<file path="config.mk">
export PLATFORM = sky130hd
export DESIGN_NAME = fan_speed_flat
export DESIGN_NICKNAME = d
export VERILOG_FILES = /design/src/rtl/fan_speed_pkg.sv /design/src/rtl/fan_speed_if.sv /design/src/rtl/fan_speed_pwm_period_counter.sv /design/src/rtl/fan_speed.sv /design/src/flat_wrapper.sv
export SDC_FILE = /design/constraint.sdc
export NUM_CORES = 1
export LEC_CHECK = 0
export BUFFER_PORTS_ARGS = -buffer_cell sky130_fd_sc_hd__buf_2
export CAP_MARGIN = 10
export CORE_ASPECT_RATIO = 1.5
export CORE_UTILIZATION = 35
export CTS_BUF_LIST = sky130_fd_sc_hd__clkbuf_16
export CTS_CLUSTER_DIAMETER = 30
export CTS_CLUSTER_SIZE = 20
export DETAILED_ROUTE_END_ITERATION = 8
export PLACE_DENSITY = 0.55
export SLEW_MARGIN = 40
export SYNTH_ARGS = -nofsm -noshare
export SYNTH_HDL_FRONTEND = slang
export SYNTH_SLANG_ARGS = --single-unit
</file>
<file path="constraint.sdc">
create_clock -name clk -period 2.94 [get_ports clk]
set_input_delay 0.147 -clock clk [delete_from_list [all_inputs] [get_ports clk]]
set_output_delay 0.147 -clock clk [all_outputs]
set_load 0.02 [all_outputs]
</file>
<file path="src/rtl/fan_speed_pkg.sv">
// Shared constants and types for the fan PWM generator.
package fan_speed_pkg;

  localparam int unsigned PWM_WIDTH  = 8;
  localparam int unsigned PWM_PERIOD = 2 ** PWM_WIDTH;

  typedef logic [PWM_WIDTH-1:0] speed_t;

  localparam speed_t SPEED_OFF = PWM_WIDTH'(0);
  localparam speed_t SPEED_MAX = PWM_WIDTH'(PWM_PERIOD - 1);

endpackage : fan_speed_pkg

</file>
<file path="src/rtl/fan_speed_if.sv">
// Speed command in, PWM pin out: fan-control side is master, PWM block is slave.
interface fan_speed_if
  import fan_speed_pkg::*;
#(
  parameter int unsigned WIDTH = PWM_WIDTH
);

  logic [WIDTH-1:0] speed;
  logic             pwm_data;

  modport master (output speed, input pwm_data);
  modport slave  (input speed, output pwm_data);

endinterface : fan_speed_if

</file>
<file path="src/rtl/fan_speed_pwm_period_counter.sv">
// Free-running period counter; resets to all ones so the first edge starts period 0.
module fan_speed_pwm_period_counter
  import fan_speed_pkg::*;
#(
  parameter int unsigned WIDTH = PWM_WIDTH
) (
  input  logic             clk,
  input  logic             rst_n,
  output logic [WIDTH-1:0] cnt,
  output logic [WIDTH-1:0] next_cnt_c,
  output logic             wrap_c
);

  assign next_cnt_c = cnt + WIDTH'(1);
  assign wrap_c     = (next_cnt_c == '0);

  always_ff @(posedge clk or negedge rst_n) begin
    if (!rst_n) begin
      cnt <= '1;
    end else begin
      cnt <= next_cnt_c;
    end
  end

endmodule : fan_speed_pwm_period_counter

</file>
<file path="src/rtl/fan_speed.sv">
// Left-aligned PWM of period 2^WIDTH; speed is shadowed only at the period wrap.
module fan_speed
  import fan_speed_pkg::*;
#(
  parameter int unsigned WIDTH = PWM_WIDTH
) (
  input  logic              clk,
  input  logic              arst,
  fan_speed_if.slave        bus
);

  logic [WIDTH-1:0] cnt;
  logic [WIDTH-1:0] next_cnt_c;
  logic             wrap_c;
  logic [WIDTH-1:0] duty;
  logic [WIDTH-1:0] next_duty_c;
  logic             pwm_q;

  fan_speed_pwm_period_counter #(
    .WIDTH (WIDTH)
  ) u_counter (
    .clk        (clk),
    .rst_n      (arst),
    .cnt        (cnt),
    .next_cnt_c (next_cnt_c),
    .wrap_c     (wrap_c)
  );

  // Accepting speed only at the wrap keeps every period a whole, glitch-free pulse.
  assign next_duty_c = wrap_c ? bus.speed : duty;

  always_ff @(posedge clk or negedge arst) begin
    if (!arst) begin
      duty  <= WIDTH'(SPEED_OFF);
      pwm_q <= 1'b0;
    end else begin
      duty  <= next_duty_c;
      pwm_q <= (next_cnt_c < next_duty_c);
    end
  end

  assign bus.pwm_data = pwm_q;

  // Reset values (cnt all ones, duty 0) already satisfy this, so it holds from reset on.
  pwm_matches_cnt : assert property (@(posedge clk) disable iff (!arst)
    pwm_q == (cnt < duty));

endmodule : fan_speed

</file>
<file path="src/flat_wrapper.sv">
// flat-port wrapper written by rule: the top's interface ports become plain ports
module fan_speed_flat import fan_speed_pkg::*;
#(
  parameter int unsigned WIDTH = PWM_WIDTH
)
  (clk, arst, bus_speed, bus_pwm_data);
  fan_speed_if #(.WIDTH(WIDTH)) bus_i ();
  input  logic clk;
  input  logic arst;
  input wire logic [$bits(bus_i.speed)-1:0] bus_speed;
  output wire logic [$bits(bus_i.pwm_data)-1:0] bus_pwm_data;
  assign bus_i.speed = bus_speed;
  assign bus_pwm_data = bus_i.pwm_data;
  fan_speed #(.WIDTH(WIDTH)) u_core (.clk(clk), .arst(arst), .bus(bus_i));
endmodule
</file>
# Word-level counts from Yosys, hierarchy flattened
# Index checks and enable logic that the tools add are counted.
# totals
output_inout_bits,1
input_bits,10
reg_bits,17
# classes
n_lt_le_gt_ge,1
n_addsub,1
n_reduce_logical,1
n_mux,1
# ops
op,count
$add 8x1->8 const B,1
$logic_not 8->1,1
$lt 8x8->1,1
$mux 8,1

# Depth between registers and ports, before layout
# Gate-level depths: netlist of the first run.
# logic_depth
ltp_word,4
ltp_mapped,11

# Modules after synthesis
# Synthesis of the first run repeated with hierarchy kept, for this count alone.
# hier_totals
hier_cells,71
hier_area_um2,860.8
# by_module_without_submodules
module,area_per_inst_um2,n_inst,cells_each
fan_speed,498.0,1,43
fan_speed_pwm_period_counter,362.8,1,28

# Least setup slack after synthesis of the first run
# Ideal clock, no wire load.
# synth_path
path_kind,register -> register
start,register u_core.u_counter.cnt[4]
end,register u_core.pwm_q (netlist: u_core.bus.pwm_data)
required_ps,2864
synth_period_minus_slack_ps,2649
stages_incl_launch_ff,12
t_arrival_ps,2573
path_slack_ps,291
cell_sequence,dfstp_2 > nand3_2 > or3_4 > a21oi_4 > mux2_4 > inv_2 > ha_1 > a211oi_1 > nand3_1 > nor2_1 > mux2i_1 > o21ai_1
# synth_via
elab_chain_len,4
# synth_lines
item,line,text
from (decl),fan_speed_pwm_period_counter.sv:9,"output logic [WIDTH-1:0] cnt,"
from (signal assigned),fan_speed_pwm_period_counter.sv:21,cnt <= next_cnt_c;
$add 8x1->8,fan_speed_pwm_period_counter.sv:14,assign next_cnt_c = cnt + WIDTH'(1);
$logic_not 8->1,fan_speed_pwm_period_counter.sv:15,assign wrap_c = (next_cnt_c == '0);
$mux 8,fan_speed.sv:30,assign next_duty_c = wrap_c ? bus.speed : duty;
via u_core.next_duty_c[3],fan_speed.sv:16,logic [WIDTH-1:0] next_duty_c;
$lt 8x8->1,fan_speed.sv:38,pwm_q <= (next_cnt_c < next_duty_c);
to (signal assigned),fan_speed.sv:38,
to (decl),fan_speed.sv:17,logic pwm_q;
# The timed path passes the listed nets, and every way through them passes these cells.

# Final worst setup path of the first run
# Ends and elaborated chain as after synthesis.

==> results_dict.tcl, run 1 <==
set metrics [dict create \
    status "finished clean" \
    antenna_found_initial 0 \
    grt_pass1_vias 611 \
    critPathArrivalTime_ns 2.88 \
    worst_setup_path_end_kind "flop" \
    drt_pre_antenna_iters 2 \
    grt_util_met2_pct 21.3 \
    gr-usage-all-layers_pct 13.1 \
    leakagePower_nw 0.512 \
    timing.clock.skew_ns 0.00104 \
    viasPerCell 4.97 \
    fin_crit_ns 2.71 \
    htree_levels 1 \
    avgSynthCellArea_sq_um 11.4 \
    root_buffer "clkbuf_16" \
    worstPathRequired_ns 3.11 \
    vias 596 \
    drive_above_1_share_pct 33.3 \
    worst-setup-path-type "flop to flop" \
    coreArea_sq_um 2420 \
    r2r-end "u_core.bus.pwm_data$_DFF_PN0_" \
    final_util_pct 44.8 \
    wirelength_um 1510 \
    grt_use_met3_pct 0.860 \
    yosysSeqAreaShare_pct 49.0 \
    syn_area_sq_um 888 \
    p_per_area_nw_per_um2 473 \
    crit_fanout 5 \
    die_area_sq_um 2750 \
    yosys_warnings 0 \
    ir_drop_mv 0.399 \
    clk_latency_ns 0.24 \
    fin_crit_sh_pct 92.2 \
    syn_inst 78 \
    slew_viol_final 0 \
    gp_congestion 0.714 \
    die_h_um 63.7 \
    grt_max_degree 18 \
    cts.path.max_buffers 2 \
    tightest_slew_ns 0.373 \
    place_hpwl_um 1140 \
    ys_seq_elements 17 \
    placed_cells 113 \
    hold_end "u_core.duty[0]$_DFF_PN0_" \
    cp-start-kind "flop" \
    grt.busiest_layer "met2" \
    r2r_start "u_core.u_counter.cnt[4]$_DFF_PN1_" \
    nNetsFinal 115 \
    n_antenna_cell 0 \
    cts_tree "done" \
    ys_types 24 \
    grt_pass1_wl_um 2710 \
    r2r_slack_ns 0.23 \
    fin_setup_tns_ns 0 \
    wl_per_cell_um 12.6 \
    drt_iter0_drc 2 \
    instances_no_fill 120 \
    multiInputGateArea_sq_um 420 \
    syn-num-nets 96 \
    hold_depth 2 \
    syn2layout_area_growth_pct 22.1 \
    place_area_sq_um 976 \
    die_x_um 43.1 \
    final_area_sq_um 1080 \
    numPortBuffers 10 \
    clk_pin_slew_ns 0.05 \
    cts_made_buffers 3 \
    grtUsageMet1_pct 16.9 \
    drc_errors 0 \
    max_cap_violations 0 \
    overflow 0 \
    hold_violations 0 \
    seq_area_sq_um 435 \
    grt_setup_unrepaired "no" \
    hp-class "input port to flop" \
    start_util_pct 36.7 \
    hp-start "bus_speed[0]" \
    ios 11 \
    rows 22 \
    ant_nets 0 \
    max_freq_mhz 369 \
    ff2ff_path_depth 12 \
    slew_headroom_pct 75.1 \
    fill_cells 245 \
    cts_sinks 17 \
    setup_viol 0 \
]
-- placed cells by master, fill, tap and decap left out, drive strengths merged --
cell and n:
mux2i 6, dlygate4sd3 1, buf 13, nand3 6, nand2 4, nor3 1
or3 1, a211oi 2, o21ai 2, nor4 1, clkbuf 3, a21oi 4
dfstp 8, xnor2 3, ha 8, o21a 1, mux2 3, dfrtp 9
xor2 3, inv 11, nand4 1, nor2 5
-- power breakdown --
part           internal (mW)  leakage (nW)  switching (mW)
combinational        0.00522         0.261         0.00587
sequential             0.235         0.209               0
clock                  0.180        0.0423          0.0865
total                  0.420         0.512          0.0924
-- stage by stage --
step	hold WS [ns]	worst slack [ns]	total power, mW
final	0.138	0.230	0.513
after detailed placement	0.0925	0.0522	0.249
after global routing	0.149	0.0122	0.528
after CTS	0.139	0.0291	0.519
after global placement	0.0939	0.0833	0.249
after floorplan	-0.149	0.291	0.239
-- flip-flops by register name (all words and copies together), names as in the netlist --
name                  flops
u_core.bus.pwm_data       1
u_core.u_counter.cnt      8
u_core.duty               8
-- layer usage --
metal	routed length, um	part of all wire [%]
met1	695	46
met2	781	52
met3	13	0.86
met4	21	1.4
met5	0	0
-- kinds of logic (layout without fill, tap and decap cells) --
family | count (synthesis) | in the layout | synth area share [%]
compound gates | 9 | 9 | 7.18
simple gates | 19 | 19 | 11.0
flops | 17 | 17 | 49.0
buf+inv | 10 | 28 | 4.23
xor+xnor | 6 | 6 | 5.92
fa+ha+maj | 8 | 8 | 11.3
mux | 9 | 9 | 11.4
-- final cells by class --
class,count,area share (%)
multi-input cells,51,38.8
well taps,24,2.77
clock buffers,3,6.92
inverters,10,3.46
repair buffers,14,7.61
clock inverters,1,0.346
flip-flops and latches,17,40.1
-- repair_timing --
item / 4_1_cts / 5_1_grt
gates resized for setup: 0 / 2
setup buffers: 0 / 2
setup endpoints to repair: 0 / 1
hold endpoints to repair: 9 / 0
hold buffers: 1 / 0
-- worst max path at each step --
stage                                      start                             to  cells after the start
6_report       u_core.u_counter.cnt[4]$_DFF_PN1_  u_core.bus.pwm_data$_DFF_PN0_                     12
5_1_grt        u_core.u_counter.cnt[4]$_DFF_PN1_  u_core.bus.pwm_data$_DFF_PN0_                     12
4_1_cts        u_core.u_counter.cnt[5]$_DFF_PN1_  u_core.bus.pwm_data$_DFF_PN0_                     11
3_5_place_dp   u_core.u_counter.cnt[5]$_DFF_PN1_  u_core.bus.pwm_data$_DFF_PN0_                     11
3_3_place_gp   u_core.u_counter.cnt[4]$_DFF_PN1_  u_core.bus.pwm_data$_DFF_PN0_                     11
2_1_floorplan  u_core.u_counter.cnt[4]$_DFF_PN1_  u_core.bus.pwm_data$_DFF_PN0_                     11
-- critical path: stages, from the launching register on --
cell	delay, ns
dfstp_2	0.57
nand3_2	0.10
or3_4	0.39
a21oi_4	0.25
buf_4	0.18
mux2_4	0.31
inv_2	0.05
ha_1	0.23
a21oi_1	0.17
o21ai_1	0.14
nor2_1	0.12
mux2i_1	0.07
o21ai_1	0.08
-- synth_stat cells, drive strengths merged --
library cell	n	area, sq um
o21a	1	7.51
a211oi	2	15.0
xnor2	3	26.3
nand3	6	35.0
a21oi	4	31.3
or3	1	11.3
o21ai	2	10.0
dfstp	8	210
inv	10	37.5
nand4	1	6.26
ha	8	100
mux2i	6	60.1
nor2	5	18.8
nor4	1	6.26
mux2	3	41.3
nor3	1	5.00
xor2	3	26.3
dfrtp	9	225
nand2	4	15.0
Note: power is estimated with default switching activity, not from simulation.
==> run 2, diff against run 1 <==
Settings changed: CTS_BUF_LIST sky130_fd_sc_hd__clkbuf_16 to sky130_fd_sc_hd__clkbuf_2 sky130_fd_sc_hd__clkbuf_4 sky130_fd_sc_hd__clkbuf_8, SLEW_MARGIN 40 to unset.
==> run 2 against run 1 <==
Against the previous run:
- register-to-register slack about the same
- wire length up 0.86%
- maximum frequency is 0.46% lower
- die area stayed put
- sequential share of layout area grew 1.9 points
- utilization shrank 2.0 points
- combinational power hardly changed
- sequential power about the same
==> results_dict.tcl, run 2 (same netlist as run 1, synthesis figures left out) <==
set metrics [dict create \
    status "finished clean" \
    viasPerCell 4.98 \
    critPathArrivalTime_ns 2.95 \
    worst_setup_path_end_kind "flop" \
    slowest_stage "dfstp_2" \
    hold_violations 0 \
    drc_errors 0 \
    die_area_sq_um 2750 \
    place_area_sq_um 976 \
    hp-class "input port to flop" \
    coreArea_sq_um 2420 \
    grt_pass1_vias 620 \
    wirelength_um 1530 \
    grt_max_degree 18 \
    cts_made_buffers 3 \
    switching_share_pct 21.4 \
    p_switching_mw 0.0823 \
    vias 598 \
    drt_iter0_drc 3 \
    die_x_um 43.1 \
    crit_fanout 5 \
    grt_pass1_wl_um 2720 \
    wl_per_cell_um 12.7 \
    ir_drop_mv 0.252 \
    start_util_pct 36.7 \
    cts_sinks 17 \
    ios 11 \
    htree_levels 1 \
    worstPathRequired_ns 3.17 \
    die_h_um 63.7 \
    setup_viol 0 \
    clk_latency_ns 0.30 \
    clk_pin_slew_ns 0.10 \
    fin_crit_ns 2.72 \
    worstPathCellList "nand3_2 > or3_4 > a21oi_4 > buf_4 > mux2_4 > inv_2 > ha_1 > a21oi_1 > o21ai_1 > nor2_1 > mux2i_1 > o21ai_1" \
    fin_crit_sh_pct 92.6 \
    gr-usage-all-layers_pct 13.5 \
    overflow 0 \
    antenna_found_initial 0 \
    syn2layout_area_growth_pct 16.6 \
    drive_above_1_share_pct 34.4 \
    nNetsFinal 115 \
    slew_headroom_pct 75.0 \
    power_frac_seq_pct 61.0 \
    cts_tree "done" \
    clkPwrFrac_pct 36.1 \
    numPortBuffers 10 \
    instances_no_fill 120 \
    comb_power_share_pct 2.9 \
    gp_congestion 0.714 \
    tightest_slew_ns 0.375 \
    layout_commonest_cell "buf_2" \
    fin_setup_tns_ns 0 \
    intPower_mw 0.302 \
    final_area_sq_um 1040 \
    slew_viol_final 0 \
    whs_ns 0.0775 \
    crit_path_max_incr_delay_ns 0.58 \
    layout_common_cells "buf_2, dfrtp_1, inv_1, ha_1, dfstp_2" \
    n_antenna_cell 0 \
    cts.path.max_buffers 2 \
    rows 22 \
    drt_pre_antenna_iters 2 \
    max_cap_violations 0 \
    ant_nets 0 \
    crit_top_cell "o21ai_1" \
    leakagePower_nw 0.488 \
    timing.clock.skew_ns 0.00135 \
    placed_cells 113 \
    p_per_area_nw_per_um2 371 \
    place_hpwl_um 1140 \
    max_freq_mhz 367 \
    root_buffer "clkbuf_4" \
    worst-setup-path-type "flop to flop" \
    cp-start-kind "flop" \
]
## run 2: cell types whose count changed in the layout (fill, tap and decap cells not counted)
cell / previous run / this run
clkbuf_4: 0 / 4
clkbuf_16: 3 / 0
inv_1: 9 / 8
## run 2: final cells by class
| class | instances | area (sq um) |
|---|---|---|
| fillers | 247 | 1390 |
| flip-flops and latches | 17 | 435 |
| multi-input cells | 51 | 420 |
| repair buffers | 14 | 82.6 |
| inverters | 10 | 37.5 |
| clock buffers | 4 | 30.0 |
| well taps | 24 | 30.0 |
## run 2: power groups by stage
stage          sequential, mW  clock [mW]  combinational, mW
5_1_grt                 0.234       0.150             0.0129
3_5_place_dp            0.238           0             0.0108
4_1_cts                 0.234       0.145             0.0118
3_3_place_gp            0.238           0             0.0105
2_1_floorplan           0.238           0           0.000242
6_report                0.234       0.139             0.0111
## run 2: final timing paths
kind	slack, ns	cells past startpoint	start	end
setup / recovery	0.22	12	u_core.u_counter.cnt[4]$_DFF_PN1_	u_core.bus.pwm_data$_DFF_PN0_
hold / removal	0.08	2	bus_speed[0]	u_core.duty[0]$_DFF_PN0_
setup reg to reg	0.22	12	u_core.u_counter.cnt[4]$_DFF_PN1_	u_core.bus.pwm_data$_DFF_PN0_
hold reg to reg	0.49	2	u_core.duty[1]$_DFF_PN0_	u_core.duty[1]$_DFF_PN0_
max in group asynchronous	2.34	2	arst	u_core.u_counter.cnt[5]$_DFF_PN1_
min in group asynchronous	0.29	2	arst	u_core.duty[2]$_DFF_PN0_
## run 2: through the flow
step	util [%]	setup WS, ns	total power [mW]
2_1_floorplan	-	0.291	0.239
3_3_place_gp	40.3	0.0833	0.249
3_5_place_dp	40.3	0.0522	0.249
4_1_cts	41.9	0.0152	0.391
5_1_grt	42.8	-0.00298	0.398
6_report	42.8	0.217	0.384
## run 2: critical path: cells and delay by family (launching register included)
family | cells | cell delay [ns]
compound gates | 4 | 0.64
simple gates | 3 | 0.61
flops | 1 | 0.58
mux | 2 | 0.38
fa+ha+maj | 1 | 0.23
buf+inv | 2 | 0.23
## run 2: timing repair
item	in CTS	in global routing
resized for setup	0	2
hold buffers	1	0
hold endpoints to repair	9	0
setup endpoints to repair	0	1
setup buffers	0	2
## run 2: per-layer routing
layer  track usage, %  up-vias  wire length (um)
met2             21.3        7               759
met3            0.860        5                25
met5                0        -                 0
li1                 -      302                 -
met1             16.7      284               689
met4             10.2        0                50
==> run 3, diff against run 2 <==
Settings changed: CAP_MARGIN 10 to 20, RECOVER_POWER set to 25.
==> run 3 against run 2 <==
Against the previous run:
- total power is essentially flat
- non-clock buffer count is the same
- combinational power is essentially flat
- largest power group unchanged
==> results_dict.tcl, run 3 (same netlist as run 1, synthesis figures left out) <==
set metrics [dict create \
    grt_pass1_vias 620 \
    leakagePower_nw 0.486 \
    vias 598 \
    slowest_stage "dfstp_2" \
    drc_errors 0 \
    max_cap_violations 0 \
    cts_tree "done" \
    coreArea_sq_um 2420 \
    worstPathCellList "nand3_2 > or3_4 > a21oi_4 > buf_4 > mux2_4 > inv_2 > ha_1 > a21oi_1 > o21ai_1 > nor2_1 > mux2i_1 > o21ai_1" \
    grt_pass1_wl_um 2720 \
    clk_pin_slew_ns 0.10 \
    gp_congestion 0.714 \
    placed_cells 113 \
    multiInputGateArea_sq_um 420 \
    nNetsFinal 115 \
    p_per_area_nw_per_um2 371 \
    viasPerCell 4.98 \
    seq_area_sq_um 435 \
    htree_levels 1 \
    critPathArrivalTime_ns 2.95 \
    slew_headroom_pct 40.2 \
    fin_crit_ns 2.72 \
    numPortBuffers 10 \
    status "finished clean" \
    instances_no_fill 120 \
    die_x_um 43.1 \
    max_freq_mhz 367 \
    n_antenna_cell 0 \
    tightest_slew_ns 0.897 \
    place_area_sq_um 976 \
    critPathTopFamily "compound AO/OA/AOI/OAI gates" \
    start_util_pct 36.7 \
    cts.path.max_buffers 2 \
    cts_made_buffers 3 \
    slew_viol_final 0 \
    hp-class "input port to flop" \
    fill_cells 248 \
    cts_sinks 17 \
    ios 11 \
    r2r_slack_ns 0.22 \
    drt_pre_antenna_iters 2 \
    crit_fanout 5 \
    timing.clock.skew_ns 0.00135 \
    crit_top_cell "o21ai_1" \
    wirelength_um 1530 \
    hold_violations 0 \
    final_area_sq_um 1030 \
    drt_iter0_drc 3 \
    die_area_sq_um 2750 \
    grt_max_degree 18 \
    drive_above_1_share_pct 33.3 \
    ant_nets 0 \
    pre_cts_ws_ns 0.0522 \
    layout_common_cells "buf_2, dfrtp_1, inv_1, ha_1, dfstp_2" \
    timing.final.ws_setup_ns 0.218 \
    cp-start-kind "flop" \
    crit_buf_inv 2 \
    worst_setup_path_end_kind "flop" \
    root_buffer "clkbuf_4" \
    place_hpwl_um 1140 \
    fin_crit_sh_pct 92.6 \
    antenna_found_initial 0 \
    fin_setup_tns_ns 0 \
    setup_viol 0 \
    ir_drop_mv 0.252 \
    die_h_um 63.7 \
    syn2layout_area_growth_pct 16.5 \
    worst-setup-path-type "flop to flop" \
    gr-usage-all-layers_pct 13.5 \
    wl_per_cell_um 12.7 \
    crit_path_max_incr_delay_ns 0.58 \
    overflow 0 \
    clk_latency_ns 0.30 \
    rows 22 \
    worstPathRequired_ns 3.17 \
]
[run 3: per-stage QoR]
step | total power [mW] | hold WS (ns) | util [%]
floorplan | 0.239 | -0.149 | -
global placement | 0.249 | 0.0939 | 40.3
detailed placement | 0.249 | 0.0925 | 40.3
CTS | 0.391 | 0.0731 | 41.9
global route | 0.397 | 0.0837 | 42.7
finish | 0.384 | 0.0775 | 42.7
[run 3: worst reg2reg max path: stages (launching register included)]
cell	delay, ns
dfstp_2	0.58
nand3_2	0.10
or3_4	0.39
a21oi_4	0.25
buf_4	0.18
mux2_4	0.31
inv_2	0.05
ha_1	0.23
a21oi_1	0.17
o21ai_1	0.14
nor2_1	0.12
mux2i_1	0.07
o21ai_1	0.08
[run 3: layout make-up]
class / count / area share [%]
clock buffers: 4 / 2.90
inverters: 10 / 3.63
multi-input cells: 51 / 40.6
flip-flops and latches: 17 / 42.1
well taps: 24 / 2.90
repair buffers: 14 / 7.86
[run 3: routing by layer]
metal | vias to the layer above | GRT usage (%) | part of all wire (%)
met4 | 0 | 10.2 | 3.3
met2 | 7 | 21.3 | 50
met3 | 5 | 0.860 | 1.6
met1 | 284 | 16.7 | 45
li1 | 302 | - | -
met5 | - | 0 | 0
[run 3: final timing paths]
path | end | from | depth (start not counted)
setup / recovery | u_core.bus.pwm_data$_DFF_PN0_ | u_core.u_counter.cnt[4]$_DFF_PN1_ | 12
hold / removal | u_core.duty[0]$_DFF_PN0_ | bus_speed[0] | 2
setup reg to reg | u_core.bus.pwm_data$_DFF_PN0_ | u_core.u_counter.cnt[4]$_DFF_PN1_ | 12
hold reg to reg | u_core.duty[1]$_DFF_PN0_ | u_core.duty[1]$_DFF_PN0_ | 2
max in group asynchronous | u_core.duty[6]$_DFF_PN0_ | arst | 2
min in group asynchronous | u_core.duty[2]$_DFF_PN0_ | arst | 2
[run 3: timing repair]
action                     in CTS  in global routing
buffers inserted                0                  2
gates resized for setup         0                  2
hold buffers                    1                  0
setup endpoints to repair       0                  1
hold endpoints to repair        9                  0
[run 3: power breakdown]
group          switching (mW)  internal (mW)
registers                   0          0.234
clock network          0.0764         0.0621
logic                 0.00589        0.00502
total                  0.0823          0.301
